$ cat config.mk
export PLATFORM = sky130hd
export DESIGN_NAME = branch_issue_ctrl
export DESIGN_NICKNAME = d
export VERILOG_FILES = /design/src/rtl/branch_issue_ctrl_pkg.sv /design/src/rtl/branch_decode.sv /design/src/rtl/branch_issue_ctrl.sv
export SDC_FILE = /design/constraint.sdc
export NUM_CORES = 1
export LEC_CHECK = 0
export ABC_AREA = 1
export BUFFER_PORTS_ARGS = -buffer_cell sky130_fd_sc_hd__buf_2
export CORE_AREA = 2 2 73 109
export CTS_BUF_LIST = sky130_fd_sc_hd__clkbuf_8 sky130_fd_sc_hd__clkbuf_16
export CTS_CLUSTER_DIAMETER = 120
export DETAILED_ROUTE_END_ITERATION = 12
export DIE_AREA = 0 0 75 111
export HOLD_SLACK_MARGIN = 0.06
export PLACE_DENSITY = 0.77
export SKIP_CTS_REPAIR_TIMING = 1
export SYNTH_ARGS = -nofsm -noshare
export SYNTH_HDL_FRONTEND = slang
export SYNTH_HIERARCHICAL = 1
export SYNTH_SLANG_ARGS = --single-unit
$ cat constraint.sdc
create_clock -name clk -period 1.27 [get_ports clk]
set_input_delay 0.0635 -clock clk [delete_from_list [all_inputs] [get_ports clk]]
set_output_delay 0.0635 -clock clk [all_outputs]
set_load 0.01 [all_outputs]
$ cat src/rtl/branch_issue_ctrl_pkg.sv
// Shared definitions for the branch issue sequencer: issue codes, FSM
// encoding and default opcode/funct values.
package branch_issue_ctrl_pkg;

    localparam int DATA_W = 32;

    localparam logic [2:0] NIS_NONE  = 3'b000;
    localparam logic [2:0] NIS_BMV   = 3'b001;
    localparam logic [2:0] NIS_BZ    = 3'b010;
    localparam logic [2:0] NIS_JSP   = 3'b100;
    localparam logic [2:0] NIS_BALRN = 3'b101;
    localparam logic [2:0] NIS_JMADD = 3'b110;

    localparam logic [5:0] OP_RTYPE_DEF = 6'h00;
    localparam logic [5:0] OP_BZ_DEF    = 6'h18;
    localparam logic [5:0] OP_JSP_DEF   = 6'h1c;
    localparam logic [5:0] FN_BMV_DEF   = 6'h14;
    localparam logic [5:0] FN_JMADD_DEF = 6'h15;
    localparam logic [5:0] FN_BALRN_DEF = 6'h16;

    typedef enum logic [1:0] {
        ST_IDLE     = 2'd0,
        ST_MEM_WAIT = 2'd1,
        ST_ISSUE    = 2'd2
    } state_t;

    // Branches that redirect through a word fetched from data memory.
    function automatic logic nis_needs_mem(input logic [2:0] code);
        return (code == NIS_BMV) || (code == NIS_JSP) || (code == NIS_JMADD);
    endfunction

endpackage

$ cat src/rtl/branch_decode.sv
// Combinational map from opcode/funct to the issue code and whether the
// branch must first read data memory.
module branch_decode
    import branch_issue_ctrl_pkg::*;
#(
    parameter logic [5:0] OP_RTYPE = OP_RTYPE_DEF,
    parameter logic [5:0] OP_BZ    = OP_BZ_DEF,
    parameter logic [5:0] OP_JSP   = OP_JSP_DEF,
    parameter logic [5:0] FN_BMV   = FN_BMV_DEF,
    parameter logic [5:0] FN_JMADD = FN_JMADD_DEF,
    parameter logic [5:0] FN_BALRN = FN_BALRN_DEF
) (
    input  logic [5:0] opcode,
    input  logic [5:0] funct,
    output logic [2:0] code,
    output logic       needs_mem
);

    always_comb begin
        code = NIS_NONE;
        if (opcode == OP_BZ) begin
            code = NIS_BZ;
        end else if (opcode == OP_JSP) begin
            code = NIS_JSP;
        end else if (opcode == OP_RTYPE) begin
            case (funct)
                FN_BMV:   code = NIS_BMV;
                FN_JMADD: code = NIS_JMADD;
                FN_BALRN: code = NIS_BALRN;
                default:  code = NIS_NONE;
            endcase
        end
    end

    assign needs_mem = nis_needs_mem(code);

endmodule

$ cat src/rtl/branch_issue_ctrl.sv
// Issue-side sequencer: decodes extended branches, fetches the redirect word
// for memory-based branches, and presents a one-cycle nis code with flags.
module branch_issue_ctrl
    import branch_issue_ctrl_pkg::*;
#(
    parameter int         DATA_W   = branch_issue_ctrl_pkg::DATA_W,
    parameter logic [5:0] OP_RTYPE = OP_RTYPE_DEF,
    parameter logic [5:0] OP_BZ    = OP_BZ_DEF,
    parameter logic [5:0] OP_JSP   = OP_JSP_DEF,
    parameter logic [5:0] FN_BMV   = FN_BMV_DEF,
    parameter logic [5:0] FN_JMADD = FN_JMADD_DEF,
    parameter logic [5:0] FN_BALRN = FN_BALRN_DEF
) (
    input  logic              clk,
    input  logic              rst_n,
    input  logic              instr_valid,
    input  logic [5:0]        opcode,
    input  logic [5:0]        funct,
    input  logic [DATA_W-1:0] mem_addr_in,
    input  logic              flag_we,
    input  logic              n_in,
    input  logic              z_in,
    input  logic              v_in,
    output logic              mem_rd_req,
    output logic [DATA_W-1:0] mem_rd_addr,
    input  logic              mem_rd_ack,
    input  logic [DATA_W-1:0] mem_rd_data,
    output logic [2:0]        nis,
    output logic              n,
    output logic              z,
    output logic              v,
    output logic [DATA_W-1:0] mem_out,
    output logic              stall
);

    state_t     state_q;
    state_t     state_d;
    logic [2:0] pend_q;
    logic [2:0] pend_d;
    logic [2:0] nis_d;
    logic       load_addr;
    logic [2:0] dec_code;
    logic       dec_needs_mem;
    logic       capture;

    branch_decode #(
        .OP_RTYPE (OP_RTYPE),
        .OP_BZ    (OP_BZ),
        .OP_JSP   (OP_JSP),
        .FN_BMV   (FN_BMV),
        .FN_JMADD (FN_JMADD),
        .FN_BALRN (FN_BALRN)
    ) u_decode (
        .opcode    (opcode),
        .funct     (funct),
        .code      (dec_code),
        .needs_mem (dec_needs_mem)
    );

    // Request and stall are pure state decodes so an async reset drops them at once.
    assign stall      = (state_q == ST_MEM_WAIT);
    assign mem_rd_req = (state_q == ST_MEM_WAIT);
    assign capture    = stall && mem_rd_ack;

    always_comb begin
        state_d   = state_q;
        pend_d    = pend_q;
        nis_d     = NIS_NONE;
        load_addr = 1'b0;
        case (state_q)
            ST_MEM_WAIT: begin
                if (mem_rd_ack) begin
                    state_d = ST_ISSUE;
                    nis_d   = pend_q;
                end
            end
            default: begin
                state_d = ST_IDLE;
                if (instr_valid && (dec_code != NIS_NONE)) begin
                    if (dec_needs_mem) begin
                        state_d   = ST_MEM_WAIT;
                        pend_d    = dec_code;
                        load_addr = 1'b1;
                    end else begin
                        state_d = ST_ISSUE;
                        nis_d   = dec_code;
                    end
                end
            end
        endcase
    end

    always_ff @(posedge clk or negedge rst_n) begin
        if (!rst_n) begin
            state_q     <= ST_IDLE;
            pend_q      <= NIS_NONE;
            nis         <= NIS_NONE;
            mem_rd_addr <= '0;
            mem_out     <= '0;
            n           <= 1'b0;
            z           <= 1'b0;
            v           <= 1'b0;
        end else begin
            state_q <= state_d;
            pend_q  <= pend_d;
            nis     <= nis_d;
            if (load_addr) begin
                mem_rd_addr <= mem_addr_in;
            end
            if (capture) begin
                mem_out <= mem_rd_data;
            end
            // Flags updated in the acceptance cycle are visible alongside nis.
            if (flag_we && !stall) begin
                n <= n_in;
                z <= z_in;
                v <= v_in;
            end
        end
    end

endmodule

== After elaboration in Yosys (flattened, before gate mapping) ==
Cells that the tools add are included.
Word-level totals
  register bits: 75
  input bits: 84
  output and inout port bits: 72
  word-level logic and storage cells: 43
Cells by class
  equal/unequal tests: 10
  multiplexer cells: 15
  bitwise logic cells: 1
  reduce and logical (&&, ||, !) cells: 9
Operators by type and width (count)
  == test 6 x 5 -> 1 bit, second input constant: 5
  two-way mux 3 bit: 7
  case mux 3 bit (3 select lines): 1
  two-way mux 2 bit: 4
  == test 3 bit, second input constant: 2
  zero test 6 bit: 1
  == test 3 x 1 -> 1 bit, second input constant: 1
  logical AND 1 bit: 3
  two-way mux 1 bit: 3
  AND reduction 3 bit: 1
  nonzero test 3 bit: 1
  == test 2 x 1 -> 1 bit, second input constant: 1
  logical OR 1 bit: 2
  inequality test 2 bit, second input constant: 1
  zero test 1 bit: 1
  NOT 1 bit: 1

== Logic depth before layout (Yosys ltp) ==
Gate-level depths: netlist of the first run.
  depth after elaboration: 11
  mapped depth: 14
  mapped depth without buffers: 13

== Cells and area by module ==
The synthesis of the first run kept the hierarchy.
Modules (own cells, without submodules)
  branch_issue_ctrl: times used 1, cells an instance 333, area each 3059.2 um^2, seq. area each 1876.8 um^2
  branch_decode: times used 1, cells an instance 33, area each 185.2 um^2, seq. area each 0.0 um^2

== Worst setup path after synthesis of the first run ==
Ideal clock, no wire load.
  path type: input port to flip-flop
  start point: input opcode[2]
  end point: register mem_rd_addr[0]
  setup time: 0.117 ns
  data arrival time: 1.295 ns
  slack: -0.142 ns
  stages: 13
  path buffers: 1
  cells stage by stage: nor2_2 inv_2 nor2_4 nand3_2 nand2_2 nand2_1 nand2_1 inv_2 a21oi_4 nand3_4 buf_2 nand2_1 nand2_1
Between the ends
  word-level cells in the longest chain between the ends: 10
  elaborated cells between the ends (all ways): 16
  classes of those cells: eq/ne: 5; mux: 6; reduce/logical: 5
RTL lines
  from (decl): RTL line branch_issue_ctrl.sv:17  | input logic [5:0] opcode,
  zero test 6 bit: RTL line branch_decode.sv:25  | end else if (opcode == OP_RTYPE) begin
  two-way mux 3 bit: RTL line branch_decode.sv:25
  two-way mux 3 bit: RTL line branch_decode.sv:23  | end else if (opcode == OP_JSP) begin
  two-way mux 3 bit *: RTL line branch_decode.sv:21  | if (opcode == OP_BZ) begin
  net dec_code[2]: RTL line branch_issue_ctrl.sv:42  | logic [2:0] dec_code;
  == test 3 x 1 -> 1 bit / == test 3 bit (equally long branches): RTL line branch_issue_ctrl_pkg.sv:29  | return (code == NIS_BMV) || (code == NIS_JSP) || (code == NIS_JMADD);
  logical OR 1 bit: RTL line branch_issue_ctrl_pkg.sv:29
  logical OR 1 bit *: RTL line branch_issue_ctrl_pkg.sv:29
  net dec_needs_mem: RTL line branch_issue_ctrl.sv:43  | logic dec_needs_mem;
  two-way mux 1 bit *: RTL line branch_issue_ctrl.sv:80  | if (dec_needs_mem) begin
  two-way mux 1 bit *: RTL line branch_issue_ctrl.sv:79  | if (instr_valid && (dec_code != NIS_NONE)) begin
  two-way mux 1 bit *: RTL line branch_issue_ctrl.sv:70  | case (state_q)
  to (signal assigned): RTL line branch_issue_ctrl.sv:108  | mem_rd_addr <= mem_addr_in;
  to (decl): RTL line branch_issue_ctrl.sv:25  | output logic [DATA_W-1:0] mem_rd_addr,
Mark *: on every way through the listed nets, which the timed path passes. The rest lies on a longest branch.
A chain may end at the register's enable or synchronous reset.

== Worst setup path after layout of the first run ==
  start point: input opcode[1]
  end point: register mem_rd_addr[31]
Between the ends
  word-level cells in the longest chain between the ends: 10
  elaborated cells between the ends (all ways): 16
  classes of those cells: eq/ne: 5; mux: 6; reduce/logical: 5
RTL lines (RTL line)
  zero test 6 bit: branch_decode.sv:25
  two-way mux 3 bit: branch_decode.sv:25
  two-way mux 3 bit: branch_decode.sv:23
  two-way mux 3 bit *: branch_decode.sv:21
  == test 3 x 1 -> 1 bit / == test 3 bit (equally long branches): branch_issue_ctrl_pkg.sv:29
  logical OR 1 bit: branch_issue_ctrl_pkg.sv:29
  logical OR 1 bit *: branch_issue_ctrl_pkg.sv:29
  net dec_needs_mem: branch_issue_ctrl.sv:43
  two-way mux 1 bit *: branch_issue_ctrl.sv:80
  two-way mux 1 bit *: branch_issue_ctrl.sv:79
  two-way mux 1 bit *: branch_issue_ctrl.sv:70
Marks and branches as above.

==> qor.yml, run 1 <==
route:
  firstDrtPassIters: 6
  ant_nets: 0
  wire_per_inst_um: 14.8
  vias: 3569
  drc: 0
  wl_um: 10600
  drt-initial-drc-count: 186
  vias_per_cell: 4.99
power_and_ir_drop:
  comb_power_share: 0.125
  p_leak_uw: 0.00310
  p_int_uw: 4640
  p_per_area_mw_per_mm2: 1070
  switching_share: 0.222
  ir_worst_vdd_mv: 1.08
  p_seq_frac: 0.429
  power.total_uw: 5960
  switchingPower_uw: 1320
  power_frac_clock: 0.446
synth:
  synth_area_mm2: 0.00324
  seq_area_frac_synth: 0.578
  synth-seq-cells: 75
  synth.lib_cells_used.distinct: 23
  netlist_instances: 366
  synth_fp_nets: 450
  ys_warn_count: 6
  synth_area_per_cell_um2: 8.86
status:
  violations: "negative setup slack"
  status: "complete, but fails checks"
placement:
  port_buffers: 155
  routabilityCongestion: 0.781
  dp_hpwl_um: 5630
  place_inst: 621
finish:
  nets: 693
  drive_above_1_share: 0.419
  area_growth_pct: 72.5
  instances_no_fill: 715
  n_antenna_cell: 0
timing:
  tightest_slew_ps: 482
  period_minus_slack_ps: 1340
  period_share: 1.05
  drv_slew: 0
  hold_violations: 0
  final.setup.tns_ps: -1010
  setup_viol: 35
  fmax_mhz: 748
  rsz0062_at_grt: "true"
  fin_worst_skew_ps: 5.80
  relSlewSlack: 0.679
  finalWorstSetupSlack_ps: -67.0
critical_path:
  required_ps: 1520
  crit_path_max_fanout: 17
  cp-start-kind: "input port"
  critPathCaptureType: "register"
  slowest_stage: "clkbuf_16"
  arrival_ps: 1590
  crit_type: "in2reg"
  crit_chain: "buf_2 > nor2_4 > nand2_2 > nor2_4 > inv_2 > nor2_1 > nand3_1 > nand2_2 > inv_2 > a21oi_4 > buf_4 > clkbuf_16 > nand4_1 > nand2_1"
  cp_slowest_stage_delay_ps: 180
global_routing:
  grt_max_degree: 40
  grt_antenna_before_repair: 0
  grt_pass1_wl_um: 12500
  overflow: 0
  grt_usage: 0.193
  grt_pass1_vias: 2832
die:
  rows: 39
  dieArea_mm2: 0.00833
  ios: 156
  die_h_um: 111
  coreArea_mm2: 0.00747
  die_x_um: 75
  start_util: 0.435
worst_hold_path:
  hold_path.class: "in2reg"
clock_tree:
  clk_pin_slew_ps: 50
  tritoncts.num_buffers: 9
  clk-insertion-delay-late_ps: 320
  clk_path_buf_depth: 2
  cts_root_buffer: "clkbuf_16"
  tritoncts: "done"
  htreeDepth: 3
  clock-sinks: 75
job:
  cap_viol_max_count: 0
-- critical path: cells and delay by family --
family | cells | cell delay (ps)
buffers and inverters | 5 | 560
AO/OA/AOI/OAI | 1 | 140
AND/OR/NAND/NOR | 8 | 830
-- flip-flops by register name, indices dropped and copies added, names as in the netlist --
register and count:
mem_out 32, mem_rd_addr 32, n 1, nis 3, pend_q 3, state_q 2
v 1, z 1
-- cell families (layout without fill, tap and decap cells) --
| family | count (synthesis) | count (layout) | share of synthesized area |
|---|---|---|---|
| and+or+nand+nor | 247 | 247 | 0.350 |
| DFF | 75 | 75 | 0.578 |
| AOI/OAI and AO/OA | 7 | 7 | 0.0147 |
| xor gates and xnor gates | 1 | 1 | 0.00270 |
| buffers and inverters | 36 | 283 | 0.0540 |
-- per-stage QoR --
stage	setup slack, ps	hold slack, ps	utilization	instance area [um^2]
4_1_cts	-249	-205	0.611	4560
2_1_floorplan	-127	-232	-	3270
3_3_place_gp	-371	128	0.568	4240
5_1_grt	-175	87.3	0.750	5600
3_5_place_dp	-329	144	0.568	4240
6_report	-67.0	94.4	0.750	5600
-- path summary, 6_finish.rpt --
check                                 start               to  slack [ps]  depth (start not counted)
worst max-delay path              opcode[1]  mem_rd_addr[31]         -70                         14
worst min-delay path            instr_valid        pend_q[1]          90                          3
worst max register to register   state_q[0]  mem_rd_addr[31]          30                          5
worst min register to register  mem_out[28]      mem_out[28]         460                          2
max in group asynchronous             rst_n        pend_q[2]         550                          3
min in group asynchronous             rst_n      mem_out[25]         370                          3
-- layout make-up --
type	count	area (um^2)
clock buffer	10	239
clock inverter	5	77.6
fill	482	1870
inverter	11	46.3
multi-input combinational	255	1350
sequential	75	1880
tap	102	128
timing repair buffer	257	1880
-- power groups by stage --
stage                     registers (uW)  clock network (uW)  logic [uW]
after floorplan                     2650                   0         150
after global placement              2590                   0         529
after detailed placement            2590                   0         544
after CTS                           2550                2730         546
after global routing                2560                2830         816
final                               2560                2660         748
-- Yosys cell counts (all sizes together) --
master / instances / area share
a21oi: 1 / 0.0050
buf: 20 / 0.035
clkbuf: 5 / 0.0058
dfrtp: 75 / 0.58
inv: 11 / 0.013
nand2: 155 / 0.18
nand3: 45 / 0.075
nand3b: 2 / 0.0046
nand4: 36 / 0.069
nor2: 8 / 0.016
nor4: 1 / 0.0019
o21ai: 5 / 0.0077
o22ai: 1 / 0.0019
xor2: 1 / 0.0027
-- metal layers --
layer | up-vias | track usage | part of all wire
li1 | 1696 | - | -
met1 | 1701 | 0.230 | 0.37
met2 | 160 | 0.329 | 0.55
met3 | 12 | 0.0336 | 0.072
met4 | 0 | 0.0833 | 0.0093
met5 | - | 0 | 0
-- cell usage in the layout (no fill, tap or decap), types with 6 or more instances in the layout --
master,netlist,layout
buf_2,14,151
nand2_4,0,10
nand3_1,43,43
dfrtp_1,75,75
nand4_1,36,36
buf_4,4,22
dlygate4sd3_1,0,70
inv_2,5,6
nand2_2,5,27
nand2_1,150,118
clkbuf_16,0,13
Power figures use the tool's default switching activity.
==> run 2, diff against run 1 <==
--- a/config.mk
+++ b/config.mk
@@ -7,13 +7,13 @@
 export LEC_CHECK = 0
 export ABC_AREA = 1
 export BUFFER_PORTS_ARGS = -buffer_cell sky130_fd_sc_hd__buf_2
-export CORE_AREA = 2 2 73 109
+export CORE_AREA = 2 2 72 108
 export CTS_BUF_LIST = sky130_fd_sc_hd__clkbuf_8 sky130_fd_sc_hd__clkbuf_16
 export CTS_CLUSTER_DIAMETER = 120
 export DETAILED_ROUTE_END_ITERATION = 12
-export DIE_AREA = 0 0 75 111
+export DIE_AREA = 0 0 74 110
 export HOLD_SLACK_MARGIN = 0.06
-export PLACE_DENSITY = 0.77
+export PLACE_DENSITY = 0.78
 export SKIP_CTS_REPAIR_TIMING = 1
 export SYNTH_ARGS = -nofsm -noshare
 export SYNTH_HDL_FRONTEND = slang
==> run 2 against run 1 <==
Compared with the run above: the flow still finishes with violations (negative setup slack); total power shrank 9.8%; combinational power grew 3.2%; routed wire length grew 8.7%; die area shrank 2.2%; count of clock-buffer cells in the layout grew 4; via count grew 2.6%; critical path type unchanged.
==> qor.yml, run 2 (synthesized netlist as in run 1, its figures left out) <==
die:
  coreArea_mm2: 0.00718  # -3.8%
  start_util: 0.452  # +0.0173
  ios: 156  # unchanged
  rows: 38  # -2.6%
  dieArea_mm2: 0.00814  # -2.2%
  die_h_um: 110  # -0.90%
  die_x_um: 74  # -1.3%
timing:
  period_minus_slack_ps: 1360  # +22.7 ps
  fin_worst_skew_ps: 5.00  # -0.796 ps
  drv_slew: 0  # unchanged
  rsz0062_at_grt: "true"
  relSlewSlack: 0.743  # +0.0646
  finalWorstSetupSlack_ps: -89.7  # -22.7 ps
  setup_viol: 36  # +2.9%
  tightest_slew_ps: 385  # -96.9 ps
  hold_violations: 0  # unchanged
  period_share: 1.07  # +0.0179
  fmax_mhz: 735  # -1.7%
global_routing:
  grt_antenna_before_repair: 0  # unchanged
  grt_usage: 0.202  # +0.00962
  grt_pass1_vias: 2975  # +5.0%
  grt_pass1_wl_um: 12800  # +2.0%
  overflow: 0  # unchanged
  grt_max_degree: 39  # -2.5%
finish:
  area_growth_pct: 72.8
  final_area_mm2: 0.00561  # +0.18%
  nFillCells: 431  # -11%
  nets: 694  # +0.14%
  multiInputGateArea_mm2: 0.00143  # +6.0%
  mostFrequentLayoutCell: "buf_2"
  reg_top3: "mem_out (32), mem_rd_addr (32)"
  final_util: 0.781  # +0.0313
  drive_above_1_share: 0.444  # +0.0247
  most-common-layout-cells: "150 x buf_2, 106 x nand2_1, 75 x dfrtp_1"
  regArea_mm2: 0.00188  # unchanged
  n_antenna_cell: 0  # unchanged
power_and_ir_drop:
  p_leak_uw: 0.00308  # -0.56%
  ir_worst_vdd_mv: 0.636  # -41%
  p_per_area_mw_per_mm2: 959  # -9.9%
clock_tree:
  clk-insertion-delay-late_ps: 350  # +30 ps
  tritoncts: "done"
  cts_root_buffer: "clkbuf_8"
  clk_path_buf_depth: 2  # unchanged
  clock-sinks: 75  # unchanged
  htreeDepth: 3  # unchanged
  tritoncts.num_buffers: 9  # unchanged
  clk_pin_slew_ps: 80  # +30 ps
critical_path:
  required_ps: 1510  # about the same
  crit_chain: "buf_6 > nor2_4 > nand2_2 > nor2_4 > inv_2 > nor2_2 > nand3_2 > nand2_2 > inv_2 > a21oi_4 > nand3_4 > clkbuf_16 > nand2_2 > nand2_1"
  slowest_stage: "clkbuf_16"
  crit_type: "in2reg"
  arrival_ps: 1600  # about the same
  cp_slowest_stage_delay_ps: 220  # +40 ps
  r2r-start: "state_q[0]"
  critPathMostFrequentCell: "nand2_2"
  reg2reg_depth: 5  # unchanged
  r2r_slack_ps: -10  # -40 ps
  crit_path_max_fanout: 8  # -9
  critPathCaptureType: "register"
  reg2reg_to: "mem_rd_addr[9]"
  cp-start-kind: "input port"
placement:
  routabilityCongestion: 0.834  # +6.8%
  port_buffers: 155  # unchanged
  dpl_cell_area_mm2: 0.00423  # -0.35%
  dp_hpwl_um: 5790  # +2.9%
route:
  wire_per_inst_um: 16.1  # +8.7%
  firstDrtPassIters: 4  # -2
  drt-initial-drc-count: 253  # +36%
  vias: 3663  # +2.6%
  drc: 0  # unchanged
  vias_per_cell: 5.12  # +2.6%
  wl_um: 11500  # +8.7%
  ant_nets: 0  # unchanged
job:
  cap_viol_max_count: 0  # unchanged
worst_hold_path:
  hold_path.class: "in2reg"
  min_from: "instr_valid"
  min_to: "pend_q[0]"
  whs_path_depth: 3  # unchanged
status:
  violations: "negative setup slack"
  status: "complete, but fails checks"
run 2: worst max path at each step:
stage                    start               to  slack [ps]
floorplan            opcode[1]   mem_rd_addr[0]        -130
global placement     opcode[1]   mem_rd_addr[1]        -290
detailed placement   opcode[3]  mem_rd_addr[24]        -330
CTS                 state_q[1]       mem_rd_req        -160
global route         opcode[0]   mem_rd_addr[9]        -180
finish               opcode[0]   mem_rd_addr[9]         -90
run 2: where the power goes:
group	leakage [uW]	switching, uW	internal [uW]	total, uW
registers	0.00102	62.1	2490	2550
clock network	0.000119	867	1180	2050
logic	0.00194	380	391	772
run 2: per-stage QoR:
stage | TNS (ps) | hold slack, ps | setup WS, ps | instances | total power, uW
floorplan | -3820 | -232 | -127 | 366 | 2800
finish | -1220 | 71.1 | -89.7 | 715 | 5380
global placement | -10710 | -16.6 | -288 | 614 | 3120
global route | -4600 | 75.9 | -178 | 715 | 5600
detailed placement | -12240 | -6.71 | -334 | 614 | 3140
CTS | -325 | -389 | -162 | 630 | 5200
run 2: worst max-delay path, delay by kind of cell:
family / cells / cell delay [ps]
buffers and inverters: 4 / 420
AO/OA/AOI/OAI: 1 / 180
AND/OR/NAND/NOR: 9 / 920
run 2: metal layers:
layer	global-route usage	share of wire
met5	0	0
met4	0.105	0.025
met3	0.0418	0.070
met2	0.364	0.55
met1	0.219	0.36
run 2: area by class of cell:
cell class / instances / area share
clock buffer: 14 / 0.0344
clock inverter: 2 / 0.00692
inverter: 11 / 0.00781
multi-input combinational: 255 / 0.255
sequential: 75 / 0.335
tap: 100 / 0.0223
timing repair buffer: 258 / 0.339
==> run 3, diff against run 2 <==
--- a/config.mk
+++ b/config.mk
@@ -13,7 +13,7 @@
 export DETAILED_ROUTE_END_ITERATION = 12
 export DIE_AREA = 0 0 74 110
 export HOLD_SLACK_MARGIN = 0.06
-export PLACE_DENSITY = 0.78
+export PLACE_DENSITY = 0.83
 export SKIP_CTS_REPAIR_TIMING = 1
 export SYNTH_ARGS = -nofsm -noshare
 export SYNTH_HDL_FRONTEND = slang
==> run 3 against run 2 <==
Compared with the run above: the run still ends with negative setup slack left; sequential share of layout area up 0.38 points; final cell count up 0.84%; die area unchanged; critical endpoint is now mem_rd_addr[8]; count of clock-buffer cells in the layout down 4; non-clock buffer count up 7; clock skew up 2.0 ps; clock power down 24%; register-to-register slack better by 30 ps; critical path depth unchanged; largest cell class unchanged.
==> qor.yml, run 3 (synthesized netlist as in run 1, its figures left out) <==
status:
  violations: "negative setup slack"
  status: "complete, but fails checks"
finish:
  drive_above_1_share: 0.422  # -0.0220
  most-common-layout-cells: "149 x buf_2, 120 x nand2_1, 75 x dfrtp_1"
  nFillCells: 436  # +1.2%
  area_growth_pct: 70.9
  mostFrequentLayoutCell: "buf_2"
  nets: 701  # +1.0%
  final_util: 0.772  # -0.00871
  reg_top3: "mem_out (32), mem_rd_addr (32)"
  n_antenna_cell: 0  # unchanged
timing:
  fmax_mhz: 719  # -2.2%
  relSlewSlack: 0.723  # -0.0206
  fin_worst_skew_ps: 7.02  # +2.02 ps
  tightest_slew_ps: 416  # +30.9 ps
  period_share: 1.09  # +0.0241
  drv_slew: 0  # unchanged
  final.setup.tns_ps: -3450  # -2220 ps
  finalWorstSetupSlack_ps: -120  # -30.6 ps
  period_minus_slack_ps: 1390  # +30.6 ps
  rsz0062_at_grt: "true"
  setup_viol: 36  # unchanged
  hold_violations: 0  # unchanged
route:
  vias: 3814  # +4.1%
  ant_nets: 0  # unchanged
  wl_um: 12400  # +7.5%
  drt-initial-drc-count: 328  # +30%
  drc: 0  # unchanged
  wire_per_inst_um: 17.2  # +6.7%
  firstDrtPassIters: 5  # +1
  vias_per_cell: 5.29  # +3.3%
critical_path:
  cp_top_family: "simple AND/OR/NAND/NOR gates"
  crit_type: "in2reg"
  critPathCaptureType: "register"
  crit_chain: "buf_2 > inv_1 > nand2_1 > nor2_2 > nand3_1 > nor2_2 > nand3_2 > nand2_2 > inv_2 > a21oi_4 > nand3_4 > clkbuf_16 > nand2_2 > nand2_1"
  arrival_ps: 1630  # +30 ps
  critPathBufInv: 4  # unchanged
  slowest_stage: "clkbuf_16"
  required_ps: 1510  # about the same
  crit_path_max_fanout: 7  # -1
  cp-start-kind: "input port"
  cp_slowest_stage_delay_ps: 230  # about the same
job:
  cap_viol_max_count: 0  # unchanged
worst_hold_path:
  hold_path.class: "in2reg"
clock_tree:
  cts_root_buffer: "clkbuf_8"
  htreeDepth: 3  # unchanged
  clk_path_buf_depth: 2  # unchanged
  clock-sinks: 75  # unchanged
  clk-insertion-delay-late_ps: 340  # about the same
  tritoncts: "done"
  clk_pin_slew_ps: 70  # about the same
  tritoncts.num_buffers: 9  # unchanged
global_routing:
  grt_antenna_before_repair: 0  # unchanged
  grt_max_degree: 76  # +95%
  grt_pass1_wl_um: 13000  # +1.7%
  grt_usage: 0.209  # +0.00655
  overflow: 0  # unchanged
  grt_pass1_vias: 2975  # unchanged
placement:
  port_buffers: 155  # unchanged
  routabilityCongestion: 0.888  # +6.5%
  dp_hpwl_um: 5900  # +2.0%
  dp_worst_setup_slack_ps: -361  # -27.0 ps
die:
  die_x_um: 74  # unchanged
  dieArea_mm2: 0.00814  # unchanged
  start_util: 0.452  # unchanged
  rows: 38  # unchanged
  ios: 156  # unchanged
  coreArea_mm2: 0.00718  # unchanged
  die_h_um: 110  # unchanged
power_and_ir_drop:
  p_per_area_mw_per_mm2: 882  # -8.1%
  ir_worst_vdd_mv: 0.538  # -15%
  p_leak_uw: 0.00312  # +1.1%
-- run 3: cell types whose count changed in the layout (fill, tap and decap cells not counted), moves of 3 or more --
| cell | change |
|---|---|
| inv_1 | +3 |
| clkbuf_8 | -4 |
| buf_6 | +3 |
| nand2_4 | -12 |
| nand2_1 | +14 |
-- run 3: layer usage --
layer	global-route usage	share of wire	vias to the layer above
met5	0	0	-
met4	0.112	0.039	0
met3	0.0400	0.080	48
met2	0.375	0.53	234
met1	0.227	0.35	1824
li1	-	-	1708
-- run 3: through the flow --
stage,total power [uW],hold WS (ps),area (um^2),instances
2_1_floorplan,2800,-232,3270,366
3_3_place_gp,3120,106,4230,614
3_5_place_dp,3140,113,4230,614
4_1_cts,4670,-260,4390,629
5_1_grt,5080,119,5540,721
6_report,4890,111,5540,721
-- run 3: path summary, 6_finish.rpt --
kind | startpoint | to | slack (ps) | depth (start not counted)
worst min register to register | mem_out[6] | mem_out[6] | 470 | 2
worst max-delay path | funct[3] | mem_rd_addr[8] | -120 | 14
min in group asynchronous | rst_n | mem_out[16] | 280 | 3
worst min-delay path | instr_valid | mem_rd_addr[31] | 110 | 3
worst max register to register | state_q[0] | mem_rd_addr[8] | 20 | 5
max in group asynchronous | rst_n | mem_rd_addr[2] | 680 | 3
-- run 3: cell type report --
type	instances	area [um^2]	area share
inverters	11	43.8	0.00790
multi-input cells	255	1320	0.239
well taps	100	125	0.0226
clock inverters	5	23.8	0.00429
flip-flops and latches	75	1880	0.339
clock buffers	10	138	0.0248
repair buffers	265	2010	0.363
-- run 3: tightest hold or removal path, cell delays in order --
cell and delay (ps):
buf_2 180, nand4_1 120, nand2_1 50
-- run 3: power breakdown --
part / switching, uW / internal, uW / total [uW]
clock network: 830 / 728 / 1560
logic: 385 / 388 / 773
registers: 64.8 / 2490 / 2560
